$ cat src/rtl/fifo_rd_stream_if.sv
// fifo_rd_stream_if: FIFO read port plus downstream valid/ready stream bundle.
interface fifo_rd_stream_if #(
  parameter int DATA_WIDTH = 32,
  parameter int LVL_W      = 2
);
  logic                  en;
  logic                  fifo_r_en;
  logic [DATA_WIDTH-1:0] fifo_data_out;
  logic                  fifo_empty;
  logic                  m_valid;
  logic                  m_ready;
  logic [DATA_WIDTH-1:0] m_data;
  logic [LVL_W-1:0]      buf_level;
  modport master (
    input  en, fifo_data_out, fifo_empty, m_ready,
    output fifo_r_en, m_valid, m_data, buf_level
  );
  modport slave (
    output en, fifo_data_out, fifo_empty, m_ready,
    input  fifo_r_en, m_valid, m_data, buf_level
  );
endinterface

$ cat src/rtl/fifo_rd_stream_adapter.sv
// fifo_rd_stream_adapter: drains a 1-cycle-latency FIFO read port into a valid/ready stream
// through a credit-controlled circular skid buffer.
module fifo_rd_stream_adapter #(
  parameter int DATA_WIDTH = 32,
  parameter int BUF_DEPTH  = 3,
  parameter int LVL_W      = 2
) (
  input logic              clk,
  input logic              rst_n,
  fifo_rd_stream_if.master bus
);
  localparam int PW = BUF_DEPTH > 1 ? $clog2(BUF_DEPTH) : 1;
  localparam logic [PW-1:0]  LAST  = PW'(BUF_DEPTH - 1);
  localparam logic [LVL_W:0] DEPTH = (LVL_W + 1)'(BUF_DEPTH);
  logic [DATA_WIDTH-1:0] buf_q [BUF_DEPTH];
  logic [PW-1:0]         wr_ptr_q, wr_ptr_d, rd_ptr_q, rd_ptr_d;
  logic [LVL_W-1:0]      count_q, count_d;
  logic                  inflight_q, pop;
  // Credit counts the in-flight word so an arriving word always has a free slot.
  assign bus.fifo_r_en = rst_n && bus.en && !bus.fifo_empty &&
                         (({1'b0, count_q} + (LVL_W + 1)'(inflight_q)) < DEPTH);
  assign bus.m_valid   = count_q != '0;
  assign bus.m_data    = buf_q[rd_ptr_q];
  assign bus.buf_level = count_q;
  always_comb begin
    pop      = bus.m_valid && bus.m_ready;
    wr_ptr_d = !inflight_q ? wr_ptr_q : (wr_ptr_q == LAST ? '0 : wr_ptr_q + 1'b1);
    rd_ptr_d = !pop ? rd_ptr_q : (rd_ptr_q == LAST ? '0 : rd_ptr_q + 1'b1);
    count_d  = count_q + LVL_W'(inflight_q) - LVL_W'(pop);
  end
  always_ff @(posedge clk or negedge rst_n) begin
    if (!rst_n) begin
      wr_ptr_q   <= '0;
      rd_ptr_q   <= '0;
      count_q    <= '0;
      inflight_q <= 1'b0;
      for (int i = 0; i < BUF_DEPTH; i++) buf_q[i] <= '0;
    end else begin
      wr_ptr_q   <= wr_ptr_d;
      rd_ptr_q   <= rd_ptr_d;
      count_q    <= count_d;
      inflight_q <= bus.fifo_r_en;
      if (inflight_q) buf_q[wr_ptr_q] <= bus.fifo_data_out;
    end
  end
  assert property (@(posedge clk) disable iff (!rst_n)
    !(inflight_q && !pop && count_q == DEPTH[LVL_W-1:0]));
endmodule
$ cat src/flat_wrapper.sv
// flat-port wrapper written by rule: the top's interface ports become plain ports
module fifo_rd_stream_adapter_flat 
#(
  parameter int DATA_WIDTH = 32,
  parameter int BUF_DEPTH  = 3,
  parameter int LVL_W      = 2
)
  (clk, rst_n, bus_en, bus_fifo_data_out, bus_fifo_empty, bus_m_ready, bus_fifo_r_en, bus_m_valid, bus_m_data, bus_buf_level);
  fifo_rd_stream_if #(.DATA_WIDTH(DATA_WIDTH), .LVL_W(LVL_W)) bus_i ();
  input logic clk;
  input logic rst_n;
  input wire logic [$bits(bus_i.en)-1:0] bus_en;
  input wire logic [$bits(bus_i.fifo_data_out)-1:0] bus_fifo_data_out;
  input wire logic [$bits(bus_i.fifo_empty)-1:0] bus_fifo_empty;
  input wire logic [$bits(bus_i.m_ready)-1:0] bus_m_ready;
  output wire logic [$bits(bus_i.fifo_r_en)-1:0] bus_fifo_r_en;
  output wire logic [$bits(bus_i.m_valid)-1:0] bus_m_valid;
  output wire logic [$bits(bus_i.m_data)-1:0] bus_m_data;
  output wire logic [$bits(bus_i.buf_level)-1:0] bus_buf_level;
  assign bus_i.en = bus_en;
  assign bus_i.fifo_data_out = bus_fifo_data_out;
  assign bus_i.fifo_empty = bus_fifo_empty;
  assign bus_i.m_ready = bus_m_ready;
  assign bus_fifo_r_en = bus_i.fifo_r_en;
  assign bus_m_valid = bus_i.m_valid;
  assign bus_m_data = bus_i.m_data;
  assign bus_buf_level = bus_i.buf_level;
  fifo_rd_stream_adapter #(.DATA_WIDTH(DATA_WIDTH), .BUF_DEPTH(BUF_DEPTH), .LVL_W(LVL_W)) u_core (.clk(clk), .rst_n(rst_n), .bus(bus_i));
endmodule
$ cat config.mk
export PLATFORM = sky130hd
export DESIGN_NAME = fifo_rd_stream_adapter_flat
export DESIGN_NICKNAME = d
export VERILOG_FILES = /design/src/rtl/fifo_rd_stream_if.sv /design/src/rtl/fifo_rd_stream_adapter.sv /design/src/flat_wrapper.sv
export SDC_FILE = /design/constraint.sdc
export NUM_CORES = 1
export LEC_CHECK = 0
export ABC_AREA = 1
export ABC_CLOCK_PERIOD_IN_PS = 2600
export CELL_PAD_IN_SITES_DETAIL_PLACEMENT = 2
export CELL_PAD_IN_SITES_GLOBAL_PLACEMENT = 2
export CORE_MARGIN = 2
export CORE_UTILIZATION = 36
export CTS_BUF_LIST = sky130_fd_sc_hd__clkbuf_8
export DETAILED_ROUTE_END_ITERATION = 10
export PLACE_DENSITY_LB_ADDON = 0.05
export SLEW_MARGIN = 20
export SYNTH_ARGS = -nofsm -noshare
export SYNTH_HDL_FRONTEND = slang
export SYNTH_SLANG_ARGS = --single-unit
$ cat constraint.sdc
create_clock -name clk -period 2.6 [get_ports clk]
set_input_delay 0.52 -clock clk [delete_from_list [all_inputs] [get_ports clk]]
set_output_delay 0.52 -clock clk [all_outputs]
set_load 0.05 [all_outputs]
==> run metrics, run 1 <==
required time of the critical path=2.08 ns; number of I/O pins=73; wire length on met3=567 um; synthesized instance count=614; area fraction of the dominant cell type after synthesis=0.517; Mapped Nets=655; Clk Latency, worst-skew pair=between 0.3 and 0.4 ns; first-pass GRT wire length=approximately 28000 um; P_sw=5180 uW; crit end category=primary output; final hold violation count=0; setup_tns=0 ns; P_leak=slightly below 0.003 uW; YS warnings=0; Port Buffers=72; die area=14800 um^2; 1st-iter DRT viols=216; period utilization=0.920; crit path launch=u_core.rd_ptr_q[1]$_DFFE_PN0P_; Area after DPL=5760 um^2; Post-Synthesis Cell Area=roughly 5000 um^2; Post-Route WL=17600 um; Slew Limit Fails=0; core area=13700 um^2; # rows=43; Starting Density=0.363; Final Total Pwr=9700 uW; Worst-Margin Slew=0.844 ns; Worst Path Arrival=1.87 ns; WL/cell=20.7 um; count of final setup violators=0; Synth Flop Type=dfrtp_1; worst rel slew slack=0.437; detailed placer's ending HPWL=10800 um; Overflow after GRT=0; critical-path cell list=buf_4 > clkinvlp_4 > buf_4 > nand3_1 > nand3_1 > buf_4; ANT nets after route=0; clk buf depth=2; worst min-delay path class=in -> async; initial antenna violation count=0; Flop pwr share=0.306; CTS tree=yes; sw frac=0.534; clk_skew=about 0.017 ns; Seq/Total Area, Yosys=0.517; Commonest cells post-synth=236 x nand2_1, 132 x nand3_1, 103 x dfrtp_1; Tmin final=2.39 ns; final std cells w/o fill=850; number of synthesized flops with an enable pin=0; Root Buffer=clkbuf_8; area growth from synthesis to layout=20.0%; FF-to-FF End=u_core.bus.buf_level[1]$_DFF_PN0_; count leader, synth=nand2_1; syn_area_per_cell=8.12 um^2; VDD IR-drop max=0.000753 V; worst setup path end=bus_m_data[1]; CTS Hold Bufs=0; number of H-tree levels=3; R2R setup slack=0.52 ns; vias in the first global route=5226; routed via count=4715; postcts setup bufs=0; Die Y=122 um; synthesized flop and latch total=103; GP Congestion=0.760; layout cell share with drive strength beyond 1=0.121; Worst setup SP type=flop; Synth area leader=dfrtp_1; # placed instances=834; RSZ-0062 raised after global routing=no; vias per cell=5.55; P per Cell Area=around 1600 nW/um^2; Filler cells=approximately 1600; top sig layer=met4; Worst path max stage delay=between 0.3 and 0.4 ns; Met2 Wirelength=just over 9000 um; fin area=5980 um^2; largest net degree at the start of global routing=104; Reg clk slew, reported paths=0.09 ns; crit path max fanout=11; Gate power share=0.579; DRC violations left=0; Post-synth ARST share=1.00; Setup CP Type=reg -> out; router iterations before antenna repair=4; CP max-delay cell=dfrtp_1; Max-cap violations=0; global-route usage over all layers=0.250; Cell Int Power=4530 uW; fin nets=706; clk sinks=a little over 100; Clock power frac=0.115; critical path's most frequent cell=buf_4; R2R depth=6; Peak Freq=between 400 and 500 MHz; top cells by area, synth=dfrtp_1 52%, nand2_1 18%, nand3_1 13%; diode count=0; CTS Buf Count=9; die width=122 um; outcome=finished clean; worst hold margin=around 0.23 ns; FF-to-FF Start=u_core.inflight_q$_DFF_PN0_; Synth cell types=17; M1 WL=7690 um
-- power groups by stage --
stage	sequential (uW)	clock [uW]	combinational, uW
4_1_cts	2970	1160	5700
2_1_floorplan	2800	0	3880
5_1_grt	3060	1200	6090
6_report	2970	1110	5620
3_5_place_dp	2990	0	5680
3_3_place_gp	2940	0	5490
-- layer usage --
metal | GRT usage | up-vias
met4 | 0.0632 | 0
li1 | - | 2159
met3 | 0.0421 | 17
met2 | 0.444 | 82
met1 | 0.317 | 2457
met5 | 0 | -
-- registers in the layout, summed over array words and instances (netlist names) --
register              cells
u_core.bus.buf_level      2
u_core.wr_ptr_q           2
u_core.buf_q             96
u_core.rd_ptr_q           2
u_core.inflight_q         1
-- critical path: cells and delay by family, from the launching register on --
| family | cells | cell delay, ns |
|---|---|---|
| buffers and inverters | 4 | 0.93 |
| DFF | 1 | 0.38 |
| and+or+nand+nor | 2 | 0.17 |
-- layout make-up --
class                   count  area [um^2]  area share
well taps                 180          225      0.0376
flip-flops and latches    103         2580       0.432
multi-input cells         446         2080       0.347
repair buffers             94          838       0.140
inverters                  11         45.0     0.00753
clock inverters             4         51.3     0.00858
clock buffers              12          165      0.0276
-- metrics by stage --
step | worst slack (ns) | utilization
floorplan | 0.208 | -
global placement | 0.592 | 0.420
detailed placement | 0.532 | 0.420
CTS | 0.0791 | 0.436
global route | 0.102 | 0.436
finish | 0.209 | 0.436
-- cell usage in the layout (no fill, tap or decap), drive strengths merged --
cell type,synthesis,layout
o21ai,2,2
buf,52,56
nor2,5,5
nand3,134,134
bufinv,0,1
dfrtp,103,103
clkdlybuf4s50,0,38
nand4,64,64
inv,11,11
ha,4,4
clkinvlp,0,2
clkinv,0,1
clkbuf,2,12
nand2,237,237
-- cells by family (layout without fill, tap and decap cells) --
logic type | count (synthesis) | after routing | synth area share
compound gates | 2 | 2 | 0.00201
fa+ha+maj | 4 | 4 | 0.0100
buf+inv | 65 | 121 | 0.0668
flops | 103 | 103 | 0.517
simple gates | 440 | 440 | 0.404
-- repair_timing --
action	4_1_cts	5_1_grt
resized for setup	0	1
hold endpoints to repair	0	0
endpoints found under the setup margin	0	2
-- worst min-delay path by stage --
| stage | startpoint | end | slack [ns] | cells past startpoint |
|---|---|---|---|---|
| floorplan | rst_n | u_core.buf_q[0]$_DFFE_PN0P_ | 0.22 | 0 |
| global placement | u_core.buf_q[78]$_DFFE_PN0P_ | u_core.buf_q[78]$_DFFE_PN0P_ | 0.45 | 2 |
| detailed placement | u_core.buf_q[31]$_DFFE_PN0P_ | u_core.buf_q[31]$_DFFE_PN0P_ | 0.46 | 2 |
| CTS | rst_n | u_core.buf_q[73]$_DFFE_PN0P_ | 0.26 | 2 |
| global route | rst_n | u_core.buf_q[6]$_DFFE_PN0P_ | 0.26 | 2 |
| finish | rst_n | u_core.buf_q[70]$_DFFE_PN0P_ | 0.23 | 2 |
(Power assumes the default switching activity.)
==> inputs of run 2 (changes only) <==
--- a/config.mk
+++ b/config.mk
@@ -12,6 +12,7 @@
 export CORE_MARGIN = 2
 export CORE_UTILIZATION = 36
 export CTS_BUF_LIST = sky130_fd_sc_hd__clkbuf_8
+export CTS_CLUSTER_SIZE = 12
 export DETAILED_ROUTE_END_ITERATION = 10
 export PLACE_DENSITY_LB_ADDON = 0.05
 export SLEW_MARGIN = 20
==> results of run 2 <==
Same layout as run 1: the final DEF is identical, and so are final timing and power.
